**config.mk**
```make
export PLATFORM = sky130hd
export DESIGN_NAME = seg7_scan_controller
export DESIGN_NICKNAME = d
export VERILOG_FILES = /design/src/rtl/seg7_scan_controller_pkg.sv /design/src/rtl/seg7_scan_controller_scan_tick_gen.sv /design/src/rtl/seg7_scan_controller.sv
export SDC_FILE = /design/constraint.sdc
export NUM_CORES = 1
export LEC_CHECK = 0
export BUFFER_PORTS_ARGS = -buffer_cell sky130_fd_sc_hd__buf_2
export CAP_MARGIN = 5
export CORE_MARGIN = 1
export CORE_UTILIZATION = 57
export CTS_CLUSTER_DIAMETER = 100
export DETAILED_ROUTE_END_ITERATION = 8
export GPL_TIMING_DRIVEN = 0
export PLACE_DENSITY = 0.78
export REMOVE_ABC_BUFFERS = 1
export SYNTH_ARGS = -nofsm -noshare
export SYNTH_HDL_FRONTEND = slang
export SYNTH_SLANG_ARGS = --single-unit
```
**constraint.sdc**
```tcl
create_clock -name clk -period 3 [get_ports clk]
set_input_delay 0.3 -clock clk [delete_from_list [all_inputs] [get_ports clk]]
set_output_delay 0.3 -clock clk [all_outputs]
set_load 0.03 [all_outputs]
```
**src/rtl/seg7_scan_controller_pkg.sv**
```systemverilog
// rtl/seg7_scan_controller_pkg.sv - shared types and helpers for the 7-segment scan controller
package seg7_scan_controller_pkg;

    // Width of one BCD/hex digit field in the display word
    localparam int DIGIT_W = 4;

    // Scan slot phases: all-off guard, then the digit is lit
    typedef enum logic {
        ST_GUARD = 1'b0,
        ST_SHOW  = 1'b1
    } scan_state_t;

    // Bits needed to index n items, never less than one bit
    function automatic int seg7_clog2(input int n);
        int r;
        r = 1;
        while ((1 << r) < n) begin
            r++;
        end
        return r;
    endfunction

endpackage

```
**src/rtl/seg7_scan_controller_scan_tick_gen.sv**
```systemverilog
// rtl/seg7_scan_controller_scan_tick_gen.sv - prescaler producing one-clock scan ticks
module scan_tick_gen
    import seg7_scan_controller_pkg::*;
#(
    parameter int PRESCALE = 1000
) (
    input  logic clk,
    input  logic rst_n,
    input  logic clear,
    output logic tick
);

    localparam int               CNT_W   = seg7_clog2(PRESCALE);
    localparam logic [CNT_W-1:0] CNT_MAX = CNT_W'(PRESCALE - 1);

    logic [CNT_W-1:0] cnt_q;

    // Tick on the last count of each period; suppressed while held clear
    assign tick = !clear && (cnt_q == CNT_MAX);

    // Free-running modulo-PRESCALE counter, parked at zero while cleared
    always_ff @(posedge clk or negedge rst_n) begin
        if (!rst_n) begin
            cnt_q <= '0;
        end else if (clear || (cnt_q == CNT_MAX)) begin
            cnt_q <= '0;
        end else begin
            cnt_q <= cnt_q + CNT_W'(1);
        end
    end

endmodule

```
**src/rtl/seg7_scan_controller.sv**
```systemverilog
// rtl/seg7_scan_controller.sv - multiplexed 7-segment digit scanner with shadowed display word
module seg7_scan_controller
    import seg7_scan_controller_pkg::*;
#(
    parameter int NUM_DIGITS  = 4,
    parameter int PRESCALE    = 1000,
    parameter int DWELL_TICKS = 4,
    parameter int GUARD_TICKS = 1
) (
    input  logic                                clk,
    input  logic                                rst_n,
    input  logic                                enable,
    input  logic                                lzb_en,
    input  logic                                load_valid,
    input  logic [DIGIT_W*NUM_DIGITS-1:0]       load_data,
    output logic                                load_ready,
    output logic [DIGIT_W-1:0]                  dec_nibble,
    output logic [NUM_DIGITS-1:0]               digit_an_n,
    output logic [seg7_clog2(NUM_DIGITS)-1:0]   cur_digit,
    output logic                                frame_done
);

    localparam int WORD_W = DIGIT_W * NUM_DIGITS;
    localparam int IDX_W  = seg7_clog2(NUM_DIGITS);
    localparam int MAX_T  = (DWELL_TICKS > GUARD_TICKS) ? DWELL_TICKS : GUARD_TICKS;
    localparam int TCNT_W = seg7_clog2(MAX_T + 1);

    localparam logic [IDX_W-1:0]  IDX_LAST   = IDX_W'(NUM_DIGITS - 1);
    localparam logic [TCNT_W-1:0] GUARD_LAST = TCNT_W'(GUARD_TICKS - 1);
    localparam logic [TCNT_W-1:0] DWELL_LAST = TCNT_W'(DWELL_TICKS - 1);

    scan_state_t         state_q, state_d;
    logic [IDX_W-1:0]    idx_q, idx_d;
    logic [TCNT_W-1:0]   tcnt_q, tcnt_d;
    logic                wrap;
    logic                tick;

    logic [WORD_W-1:0]   active_q, active_d;
    logic [WORD_W-1:0]   shadow_q;
    logic                shadow_full_q;
    logic                commit;
    logic                accept;

    logic [NUM_DIGITS-1:0] blank_mask;
    logic                  upper_zero;
    logic [NUM_DIGITS-1:0] an_d;
    logic [DIGIT_W-1:0]    nib_d;

    scan_tick_gen #(
        .PRESCALE (PRESCALE)
    ) u_tick (
        .clk   (clk),
        .rst_n (rst_n),
        .clear (!enable),
        .tick  (tick)
    );

    // Pending word moves to the display at a frame wrap, or at once while scanning is stopped
    assign accept     = load_valid && !shadow_full_q;
    assign commit     = shadow_full_q && (wrap || !enable);
    assign active_d   = commit ? shadow_q : active_q;
    assign load_ready = !shadow_full_q;
    assign cur_digit  = idx_q;

    // Display word and single-entry shadow holding the next word
    always_ff @(posedge clk or negedge rst_n) begin
        if (!rst_n) begin
            active_q      <= '0;
            shadow_q      <= '0;
            shadow_full_q <= 1'b0;
        end else begin
            active_q <= active_d;
            if (commit) begin
                shadow_q      <= '0;
                shadow_full_q <= 1'b0;
            end else if (accept) begin
                shadow_q      <= load_data;
                shadow_full_q <= 1'b1;
            end
        end
    end

    // Scan state register
    always_ff @(posedge clk or negedge rst_n) begin
        if (!rst_n) begin
            state_q <= ST_GUARD;
            idx_q   <= '0;
            tcnt_q  <= '0;
        end else begin
            state_q <= state_d;
            idx_q   <= idx_d;
            tcnt_q  <= tcnt_d;
        end
    end

    // Slot sequencing: guard then show per digit, stepping only on ticks
    always_comb begin
        state_d = state_q;
        idx_d   = idx_q;
        tcnt_d  = tcnt_q;
        wrap    = 1'b0;
        if (!enable) begin
            state_d = ST_GUARD;
            idx_d   = '0;
            tcnt_d  = '0;
        end else if (tick) begin
            case (state_q)
                ST_GUARD: begin
                    if (tcnt_q == GUARD_LAST) begin
                        state_d = ST_SHOW;
                        tcnt_d  = '0;
                    end else begin
                        tcnt_d = tcnt_q + TCNT_W'(1);
                    end
                end
                ST_SHOW: begin
                    if (tcnt_q == DWELL_LAST) begin
                        state_d = ST_GUARD;
                        tcnt_d  = '0;
                        if (idx_q == IDX_LAST) begin
                            idx_d = '0;
                            wrap  = 1'b1;
                        end else begin
                            idx_d = idx_q + IDX_W'(1);
                        end
                    end else begin
                        tcnt_d = tcnt_q + TCNT_W'(1);
                    end
                end
                default: begin
                    state_d = ST_GUARD;
                    tcnt_d  = '0;
                end
            endcase
        end
    end

    // Next output values, derived from the upcoming slot and the word it will display
    always_comb begin
        upper_zero = 1'b1;
        blank_mask = '0;
        for (int i = NUM_DIGITS - 1; i >= 0; i--) begin
            upper_zero    = upper_zero && (active_d[i*DIGIT_W +: DIGIT_W] == '0);
            blank_mask[i] = lzb_en && (i != 0) && upper_zero;
        end
        an_d = '1;
        if ((state_d == ST_SHOW) && !blank_mask[idx_d]) begin
            an_d[idx_d] = 1'b0;
        end
        nib_d = active_d[int'(idx_d)*DIGIT_W +: DIGIT_W];
    end

    // Registered outputs so the pads never see combinational glitches
    always_ff @(posedge clk or negedge rst_n) begin
        if (!rst_n) begin
            digit_an_n <= '1;
            dec_nibble <= '0;
            frame_done <= 1'b0;
        end else begin
            digit_an_n <= an_d;
            dec_nibble <= nib_d;
            frame_done <= wrap;
        end
    end

endmodule

```
# After elaboration in Yosys (flattened, before gate mapping)

Cells that the tools add are included.

$add $sub $neg: 3
Magnitude comparators: 2
Eq/ne operators: 4
Shifts and indexed selects: 1
Muxes and demuxes: 31
Bitwise operators: 2
Reductions and logical operators: 20

Operators with widths:

| kind                  | number |
|---|---|
| $mux 16               | 3 |
| $shiftx 16x5->4       | 1 |
| $mux 1                | 13 |
| $logic_not 4->1       | 3 |
| $mux 3                | 4 |
| $add 10x1->10 const B | 1 |
| $eq 10x10->1 const B  | 1 |
| $logic_and 1x1->1     | 10 |
| $mux 10               | 1 |
| $mux 2                | 5 |
| $pmux 3 s2            | 1 |
| $mux 4                | 1 |
| $not 4->4             | 1 |
| $add 3x1->3 const B   | 1 |
| $eq 3x2->1 const B    | 1 |
| $logic_not 1->1       | 3 |
| $logic_not 3->1       | 1 |
| $lt 2x3->1 const B    | 1 |
| $add 2x1->2 const B   | 1 |
| $bmux 1 s2            | 1 |
| $demux 1 s2           | 1 |
| $eq 2x2->1 const B    | 1 |
| $ge 2x1->1 const B    | 1 |
| $logic_or 1x1->1      | 2 |
| other kinds (4)       | 4 |

Register bits after elaboration: 58
Bits of input ports: 21
Output and inout bits: 12

# Longest topological paths before layout

Gate-level depths: netlist of run 1.

Depth after elaboration: 18
Depth in mapped cells: 9
Gate-level depth less buffers: 9

# By module

A second synthesis of run 1 with hierarchy kept.

Cell total of the unflattened synthesis: 246
Area total of the unflattened synthesis: 2723.9 um^2

By module, submodules not included:

| module               | times used | cells an instance | area each (um^2) | sequential area each (um^2) |
|---|---|---|---|---|
| seg7_scan_controller | 1          | 194               | 2190.9           | 1206.2 |
| scan_tick_gen        | 1          | 52                | 533.0            | 250.2 |

# Least setup slack after synthesis of run 1

OpenSTA, ideal clock, no wires.

Path kind: register to register
From: register u_tick.cnt_q[0]
To: register dec_nibble[1]
Setup time: 0.121 ns
Arrival time: 2.106 ns
Data required time: 2.879 ns
Slack: 0.774 ns
Stages on the path, launching flop included: 9
Buffers on the path: 1
Path through: dfrtp_1 -> ha_1 -> nand4bb_4 -> or2_4 -> o32ai_4 -> buf_6 -> mux2_2 -> o22ai_1 -> nor3_2

Cells in the longest elaborated chain, start to end: 8

Ends and longest elaborated chain:

| element                  | line                                     | RTL |
|---|---|---|
| start: declaration       | seg7_scan_controller_scan_tick_gen.sv:16 | `logic [CNT_W-1:0] cnt_q;` |
| start signal: assignment | seg7_scan_controller_scan_tick_gen.sv:28 | `cnt_q <= cnt_q + CNT_W'(1);` |
| $eq 10x10->1             | seg7_scan_controller_scan_tick_gen.sv:19 | `assign tick = !clear && (cnt_q == CNT_MAX);` |
| $logic_and 1x1->1        | seg7_scan_controller_scan_tick_gen.sv:19 |  |
| $mux 1                   | seg7_scan_controller.sv:106              | `end else if (tick) begin` |
| $mux 1                   | seg7_scan_controller.sv:102              | `if (!enable) begin` |
| $logic_or 1x1->1         | seg7_scan_controller.sv:60               | `assign commit = shadow_full_q && (wrap \|\| !enable);` |
| $logic_and 1x1->1        | seg7_scan_controller.sv:60               |  |
| $mux 16                  | seg7_scan_controller.sv:61               | `assign active_d = commit ? shadow_q : active_q;` |
| net active_d[5]          | seg7_scan_controller.sv:38               | `logic [WORD_W-1:0] active_q, active_d;` |
| $shiftx 16x5->4          | seg7_scan_controller.sv:150              | `nib_d = active_d[int'(idx_d)*DIGIT_W +: DIGIT_W];` |
| net nib_d[1]             | seg7_scan_controller.sv:47               | `logic [DIGIT_W-1:0] nib_d;` |
| end signal: assignment   | seg7_scan_controller.sv:161              | `dec_nibble <= nib_d;` |
| end: declaration         | seg7_scan_controller.sv:17               | `output logic [DIGIT_W-1:0] dec_nibble,` |

The timed path passes the listed nets, and every way through them passes these cells.
A chain may end at the register's enable or synchronous reset.

# Final worst setup path of run 1

From: register u_tick.cnt_q[0]
To: register dec_nibble[0]

Cells in the longest elaborated chain, start to end: 8

Ends and longest elaborated chain:

| element               | line |
|---|---|
| $eq 10x10->1 (*)      | seg7_scan_controller_scan_tick_gen.sv:19 |
| $logic_and 1x1->1 (*) | seg7_scan_controller_scan_tick_gen.sv:19 |
| $mux 1                | seg7_scan_controller.sv:106 |
| $mux 1                | seg7_scan_controller.sv:102 |
| $logic_or 1x1->1      | seg7_scan_controller.sv:60 |
| $logic_and 1x1->1     | seg7_scan_controller.sv:60 |
| $mux 16               | seg7_scan_controller.sv:61 |
| $shiftx 16x5->4 (*)   | seg7_scan_controller.sv:150 |
| net nib_d[0]          | seg7_scan_controller.sv:47 |

The timed path passes the listed nets; every way through them passes the cells marked *.

==> flow_summary.ini, run 1 <==
[global_route]
track_usage_pct = 23.51
grt_overflow_total = 0
grt_max_degree = 59
antenna_found_initial = 0
grt_pass1_vias = 1832
grt_pass1_wl_mm = 8.769

[setup_path]
r2r_end = dec_nibble[0]$_DFF_PN0_
reg2reg_from = u_tick.cnt_q[0]$_DFF_PN0_
slowest_stage = mux2i_2
worstPathMaxFanout = 12
timing.critical_path.to = dec_nibble[0]$_DFF_PN0_
ff2ff_path_depth = 6
crit_path_start = u_tick.cnt_q[0]$_DFF_PN0_
crit_chain = ha_1, nand4bb_4, nor4_4, mux2i_2, mux2i_1, mux2i_1
worst-endpoint-required_ns = 3.21
cp.arrival_ns = 2.82
critPathKind = flip-flop to flip-flop
crit_path_end_kind = flip-flop
critPathLaunchType = flip-flop
cp_common_cell = mux2i_1
r2r_slack_ns = 0.39
slowest_delay_ns = 0.68

[cts]
clk_pin_slew_ns = 0.06
cts_root_buf = clkbuf_8
htree_levels = 3
numCtsBuffers = 9
clk_path_buf_depth = 2
cts.sinks = 58
cts_tree = yes
clk_latency_ns = 0.34

[finish]
final-seq-area_um2 = 1456
stdcell_area_um2 = 3115
fillers = 345
stdcell_count = 342
final_util_pct = 70.10
layout-drive-gt1-share_pct = 28.97
multiInputGateArea_um2 = 1151
nets = 312
num_antenna_cells = 0
layout-area-overhead-vs-synth_pct = 15.12

[power]
leakage_nw = 1.446
pwr-share-seq_pct = 46.9
ir_drop_uv = 326.6
p_int_mw = 1.493
swShare_pct = 27.01
p_per_area_nw_per_um2 = 656.3
totalPowerFinal_mw = 2.045
switchingPower_mw = 0.5522
power_frac_comb_pct = 16.7
pwr-share-clk_pct = 36.4

[die]
start_util_pct = 60.90
num_rows = 24
die_x_um = 70.91
die_h_um = 70.91
die-area_um2 = 5028
io_pins = 33
coreArea_um2 = 4444

[drt]
drcViolationCount = 0
ant_nets = 0
drtIter0Drc = 86
via_count = 1934
firstDrtPassIters = 6
wl_met3_um = 159
routedLengthMet1_mm = 2.470
highest_layer = met4
routedWlPerCell_um = 15.11
drt_wl_total_mm = 5.166
wl_met2_mm = 2.370
drt-vias-per-instance = 5.655

[timing]
setup_viol = 0
skew_ns = 0.008914
setup_tns_ns = 0
finalHoldViolCount = 0
drv_slew = 0
slew_headroom_pct = 23.96
min_period_ns = 2.613
fin_ws_ns = 0.3867
tightest_slew_ns = 1.138
grt_setup_unrepaired = false
timing.final.crit_share_pct = 87.11
hold-worst-slack_ns = 0.01004
fmax_mhz = 382.7

[synth]
yosys.area.top_type_share_pct = 49.93
postSynth.asyncResetShare_pct = 100.0
synth_warnings = 0
ys_seq_elements = 58
synthCells = 249
netlist_top_cells_area = dfrtp_1, mux2_2, nand2_1
synth.distinct_cells = 42
synth_flop_cell = dfrtp_1
synth_common_cells = dfrtp_1, nand2_1, nor2_1
synth_area_um2 = 2706
syn_area_per_cell_um2 = 10.87
synth_edf_count = 0
yosys.area.top_type = dfrtp_1
synth.most_common_cell = dfrtp_1
yosysSeqAreaShare_pct = 53.81

[placement]
pre_cts_ws_ns = -0.05471
hpwlAfterDp_mm = 3.421
port_buffers = 32
dp_cells = 324
place_area_um2 = 2887
place_congestion = 0.7960

[outcome]
status = finished clean

[run]
maxCapViolations = 0

[min_path]
min_path_type = primary input to asynchronous set/reset pin
-- layer usage --
| metal | up-vias | track usage (%) |
|---|---|---|
| met4 | 0 | 15.56 |
| met5 | - | 0 |
| met3 | 14 | 5.271 |
| met1 | 948 | 31.57 |
| li1 | 931 | - |
| met2 | 41 | 34.51 |
-- kinds of logic (layout without fill, tap and decap cells) --
family,count (synthesis),after routing,synth area share [%]
multiplexers,25,25,10.36
buffers and inverters,18,59,3.791
AO/OA/AOI/OAI,30,30,7.120
AND/OR/NAND/NOR,105,105,19.88
flip-flops,58,58,53.81
XOR/XNOR,7,7,2.265
adder cells (fa/ha/maj),6,6,2.774
-- power groups by stage --
stage          Sequential (mW)  Clock, mW  Combinational (mW)
3_5_place_dp             0.971          0               0.338
4_1_cts                  0.958      0.755               0.344
3_3_place_gp             0.967          0               0.319
6_report                 0.959      0.745               0.341
2_1_floorplan            0.983          0               0.200
5_1_grt                  0.971      0.791               0.374
-- worst max-delay path: cells and delay by family (launching register included) --
family,cells,cell delay (ns)
and+or+nand+nor,2,0.53
muxes,3,1.14
adders and majority gates,1,0.35
DFF,1,0.46
-- layout make-up --
type	count	share of cell area [%]
clock inverters	2	1.124
well taps	52	2.088
multi-input cells	173	36.95
inverters	8	0.9639
repair buffers	35	6.586
flip-flops and latches	58	46.75
clock buffers	14	5.542
-- worst min-delay path by stage --
stage | endpoint | slack [ns]
after floorplan | active_q[0]$_DFF_PN0_ | 0.004
after global placement | active_q[1]$_DFF_PN0_ | 0.48
after detailed placement | active_q[1]$_DFF_PN0_ | 0.49
after CTS | shadow_q[15]$_DFFE_PN0P_ | 0.15
after global routing | u_tick.cnt_q[8]$_DFF_PN0_ | 0.07
final | u_tick.cnt_q[8]$_DFF_PN0_ | 0.01
-- cells in the final DEF (no fill, tap or decap), types with 7 or more instances in the layout --
master,n
buf_2,31
dfrtp_1,54
o21ai_0,17
nor2_1,21
clkbuf_8,12
a21oi_1,7
nand2_1,48
mux2_2,16
-- state kept, by name, indices dropped and copies added, names as in the netlist --
signal	count
active_q	16
shadow_q	16
u_tick.cnt_q	10
dec_nibble	4
digit_an_n	4
tcnt_q	3
cur_digit	2
frame_done	1
shadow_full_q	1
state_q	1
-- repair_timing --
item	4_1_cts	5_1_grt
buffers inserted	2	0
pin swaps	1	0
setup endpoints to repair	1	3
gates resized for setup	0	1
hold buffers	0	0
Power figures use the tool's default switching activity.
==> run 2, diff against run 1 <==
--- a/config.mk
+++ b/config.mk
@@ -8,11 +8,10 @@
 export BUFFER_PORTS_ARGS = -buffer_cell sky130_fd_sc_hd__buf_2
 export CAP_MARGIN = 5
 export CORE_MARGIN = 1
-export CORE_UTILIZATION = 57
+export CORE_UTILIZATION = 45
 export CTS_CLUSTER_DIAMETER = 100
 export DETAILED_ROUTE_END_ITERATION = 8
 export GPL_TIMING_DRIVEN = 0
-export PLACE_DENSITY = 0.78
 export REMOVE_ABC_BUFFERS = 1
 export SYNTH_ARGS = -nofsm -noshare
 export SYNTH_HDL_FRONTEND = slang
==> flow_summary.ini, run 2 (synthesis gave the netlist of run 1 again) <==
[global_route]
track_usage_pct = 18.93
grtUsageMet3_pct = 4.343
grt_pass1_vias = 1877
grt_max_degree = 59
grt_pass1_wl_mm = 8.756
busiest_layer = met2
grt_overflow_total = 0
use_met2_pct = 29.06
grtUsageMet1_pct = 24.22
antenna_found_initial = 0

[cts]
numCtsBuffers = 9
cts.sinks = 58
cts_root_buf = clkbuf_8
cts_tree = yes
clk_latency_ns = 0.33
htree_levels = 3
clk_pin_slew_ns = 0.07
clk_path_buf_depth = 2

[finish]
nets = 311
num_antenna_cells = 0
layout-drive-gt1-share_pct = 29.07
final_cell_mix = dfrtp_1, nand2_1, buf_2, nor2_1, o21ai_0
final-seq-area_um2 = 1456
multiInputGateArea_um2 = 1147
layout_commonest_cell = dfrtp_1
stdcell_area_um2 = 3147
stdcell_count = 361
reg.largest.list = active_q: 16 flops, shadow_q: 16 flops, u_tick.cnt_q: 10 flops
fillers = 519
layout-area-overhead-vs-synth_pct = 16.27

[setup_path]
reg2reg_from = u_tick.cnt_q[0]$_DFF_PN0_
slowest_delay_ns = 0.89
cp_common_cell = mux2i_1
crit_chain = ha_1, nand4bb_4, nor4_4, mux2i_1, mux2i_1, mux2i_1
slowest_stage = mux2i_1
critPathKind = flip-flop to flip-flop
crit_path_end_kind = flip-flop
critPathLaunchType = flip-flop
worst-endpoint-required_ns = 3.20
crit_path_start = u_tick.cnt_q[0]$_DFF_PN0_
cp.arrival_ns = 2.93
worstPathMaxFanout = 12

[drt]
routedWlPerCell_um = 14.12
ant_nets = 0
drt-vias-per-instance = 5.066
firstDrtPassIters = 4
drtIter0Drc = 75
drt_wl_total_mm = 5.096
drcViolationCount = 0
via_count = 1829

[timing]
drv_slew = 0
finalHoldViolCount = 0
timing.final.crit_share_pct = 90.97
min_period_ns = 2.729
fin_ws_ns = 0.2708
setup_viol = 0
tightest_slew_ns = 1.197
grt_setup_unrepaired = false
slew_headroom_pct = 20.03
skew_ns = 0.008791
hold-worst-slack_ns = 0.01076
fmax_mhz = 366.4

[placement]
place_area_um2 = 2899
dp_cells = 344
port_buffers = 32
place_congestion = 0.7648
hpwlAfterDp_mm = 3.452
pre_cts_ws_ns = 0.07270

[min_path]
min_path_type = primary input to asynchronous set/reset pin

[die]
die_x_um = 79.55
start_util_pct = 47.97
die-area_um2 = 6328
die_h_um = 79.55
coreArea_um2 = 5642
num_rows = 27
io_pins = 33

[power]
leakage_nw = 1.447
p_per_area_nw_per_um2 = 676.6
ir_drop_uv = 402.2

[run]
maxCapViolations = 0

[outcome]
status = finished clean
run 2: cell types whose count changed in the layout (fill, tap and decap cells not counted), sizes merged:
cell	previous run	this run
bufinv	1	2
clkinvlp	0	1
buf	35	34
clkbuf	14	12
run 2: per-layer routing:
| metal | up-vias | share of wire [%] |
|---|---|---|
| met3 | 10 | 3.1 |
| met4 | 0 | 2.1 |
| li1 | 926 | - |
| met2 | 29 | 48 |
| met1 | 864 | 47 |
| met5 | - | 0 |
run 2: critical path: cells and delay by family (launching register included):
kind          cells  cell delay [ns]
mux               3             1.33
simple gates      2             0.49
flops             1             0.43
fa+ha+maj         1             0.34
run 2: final cells by class:
class | count | share of cell area, %
clock buffers | 12 | 5.248
clock inverters | 4 | 2.306
inverters | 8 | 0.9543
multi-input cells | 173 | 36.46
flip-flops and latches | 58 | 46.28
well taps | 72 | 2.863
repair buffers | 34 | 5.885
run 2: stage by stage:
stage | setup TNS (ns) | util [%] | power [mW]
2_1_floorplan | 0 | - | 1.183
3_3_place_gp | -1.438 | 51.12 | 1.292
3_5_place_dp | 0 | 51.39 | 1.303
4_1_cts | 0 | 55.60 | 2.151
5_1_grt | 0 | 55.78 | 2.239
6_report | 0 | 55.78 | 2.129
run 2: timing repair:
item | CTS | global route
hold buffers | 0 | 0
buffers inserted | 0 | 1
setup endpoints to repair | 0 | 4
gates resized for setup | 0 | 0
run 2: power breakdown:
group | switching [mW] | total (mW) | internal [mW]
clock network | 0.306 | 0.840 | 0.534
logic | 0.189 | 0.330 | 0.141
registers | 0.0633 | 0.959 | 0.895
total | 0.559 | 2.13 | 1.57
run 2: worst paths after layout:
path / end / slack (ns) / cells after the start
worst max-delay path: dec_nibble[0]$_DFF_PN0_ / 0.27 / 6
worst min-delay path: u_tick.cnt_q[9]$_DFF_PN0_ / 0.01 / 1
worst max register to register: dec_nibble[0]$_DFF_PN0_ / 0.27 / 6
worst min register to register: active_q[1]$_DFF_PN0_ / 0.50 / 1
max in group asynchronous: shadow_q[14]$_DFFE_PN0P_ / 2.49 / 1
min in group clk: shadow_q[3]$_DFFE_PN0P_ / 0.17 / 3
==> run 3, diff against run 2 <==
--- a/config.mk
+++ b/config.mk
@@ -5,7 +5,7 @@
 export SDC_FILE = /design/constraint.sdc
 export NUM_CORES = 1
 export LEC_CHECK = 0
-export BUFFER_PORTS_ARGS = -buffer_cell sky130_fd_sc_hd__buf_2
+export BUFFER_PORTS_ARGS = -buffer_cell sky130_fd_sc_hd__clkbuf_2
 export CAP_MARGIN = 5
 export CORE_MARGIN = 1
 export CORE_UTILIZATION = 45
==> flow_summary.ini, run 3 (synthesis gave the netlist of run 1 again) <==
[global_route]
grt_overflow_total = 0
track_usage_pct = 19.53
antenna_found_initial = 0
grt_pass1_vias = 1887
grt_pass1_wl_mm = 9.080
grt_max_degree = 59

[power]
totalPowerFinal_mw = 2.023
p_per_area_nw_per_um2 = 649.1
leakage_nw = 1.440
ir_drop_uv = 440.7

[die]
die_h_um = 79.55
coreArea_um2 = 5642
io_pins = 33
start_util_pct = 47.97
num_rows = 27
die-area_um2 = 6328
die_x_um = 79.55

[timing]
min_period_ns = 2.540
timing.final.crit_share_pct = 84.65
grt_setup_unrepaired = false
skew_ns = 0.007622
fmax_mhz = 393.8
slew_headroom_pct = 21.31
setup_viol = 0
drv_slew = 0
tightest_slew_ns = 1.178
finalHoldViolCount = 0

[finish]
reg.largest.list = active_q: 16 flops, shadow_q: 16 flops, u_tick.cnt_q: 10 flops
num_antenna_cells = 0
layout-drive-gt1-share_pct = 29.41
stdcell_area_um2 = 3117
nets = 311
layout_commonest_cell = dfrtp_1
final_cell_mix = dfrtp_1, nand2_1, clkbuf_2, nor2_1, o21ai_0
layout-area-overhead-vs-synth_pct = 15.16
final_util_pct = 55.25

[drt]
firstDrtPassIters = 4
drt-vias-per-instance = 5.108
ant_nets = 0
via_count = 1844
drcViolationCount = 0
drtIter0Drc = 102
drt_wl_total_mm = 5.138
routedWlPerCell_um = 14.23

[setup_path]
critPathKind = flip-flop to flip-flop
cp.arrival_ns = 2.75
worst-endpoint-required_ns = 3.21
worstPathMaxFanout = 12
crit_path_end_kind = flip-flop
critPathLaunchType = flip-flop

[cts]
holdBufCountCts = 0
clk_pin_slew_ns = 0.07
numCtsBuffers = 9
clk_latency_ns = 0.34
clk_path_buf_depth = 2
cts.sinks = 58
htree_levels = 3
cts_root_buf = clkbuf_8
cts_tree = yes

[min_path]
min_path_type = primary input to asynchronous set/reset pin

[placement]
port_buffers = 32
place_congestion = 0.7611
hpwlAfterDp_mm = 3.510
place_area_um2 = 2902

[run]
maxCapViolations = 0

[outcome]
status = finished clean
## run 3: changes by cell type in the layout (fill, tap and decap cells not counted)
| cell | change |
|---|---|
| clkbuf_8 | -1 |
| mux2i_1 | -1 |
| clkbuf_2 | +31 |
| buf_4 | -1 |
| clkinv_2 | +2 |
| clkbuf_4 | +1 |
| buf_2 | -31 |
| bufinv_16 | -1 |
| mux2i_2 | +1 |
## run 3: layout make-up
type | instances | area, um2
tap | 72 | 90.09
multi-input combinational | 173 | 1151
fill | 508 | 2525
sequential | 58 | 1456
clock buffer | 11 | 151.4
timing repair buffer | 34 | 185.2
clock inverter | 5 | 52.55
inverter | 8 | 30.03
## run 3: stage by stage
stage / setup WS, ns / hold slack (ns) / setup TNS, ns / std cells
after CTS: 0.05809 / 0.07655 / 0 / 360
after floorplan: 0.2770 / 0.004409 / 0 / 239
after global routing: 0.2179 / 0.1086 / 0 / 361
after detailed placement: 0.08621 / 0.4576 / 0 / 344
after global placement: -0.3528 / 0.4849 / -1.464 / 343
final: 0.4604 / 0.03793 / 0 / 361
## run 3: power by group
group	internal, mW	switching, mW
clock	0.424	0.314
combinational	0.140	0.189
sequential	0.895	0.0612
total	1.46	0.564
## run 3: worst paths after layout
path	from	end	slack, ns	cells after the start
min reg2reg	active_q[1]$_DFF_PN0_	active_q[1]$_DFF_PN0_	0.50	1
max reg2reg	u_tick.cnt_q[0]$_DFF_PN0_	dec_nibble[0]$_DFF_PN0_	0.46	6
min in group clk	load_data[0]	shadow_q[0]$_DFFE_PN0P_	0.16	3
max	u_tick.cnt_q[0]$_DFF_PN0_	dec_nibble[0]$_DFF_PN0_	0.46	6
max in group asynchronous	rst_n	state_q$_DFF_PN0_	2.42	1
min	rst_n	u_tick.cnt_q[9]$_DFF_PN0_	0.04	1
## run 3: repair_timing
action                                 in CTS  in global routing
endpoints found under the hold margin       0                  0
setup buffers                               0                  1
resized for setup                           0                  1
setup endpoints to repair                   0                  4
## run 3: per-layer routing
| layer | global-route usage [%] | wire [um] | vias up |
|---|---|---|---|
| li1 | - | - | 921 |
| met4 | 8.727 | 108 | 0 |
| met3 | 5.829 | 183 | 9 |
| met1 | 25.13 | 2398 | 887 |
| met2 | 30.26 | 2447 | 27 |
| met5 | 0 | 0 | - |
## run 3: worst max-delay path, cell delays in order, from the launching register on
cell and delay [ns]:
dfrtp_1 0.43, ha_1 0.33, nand4bb_4 0.16, nor4_4 0.36, mux2i_2 0.69, mux2i_1 0.32, mux2i_1 0.12
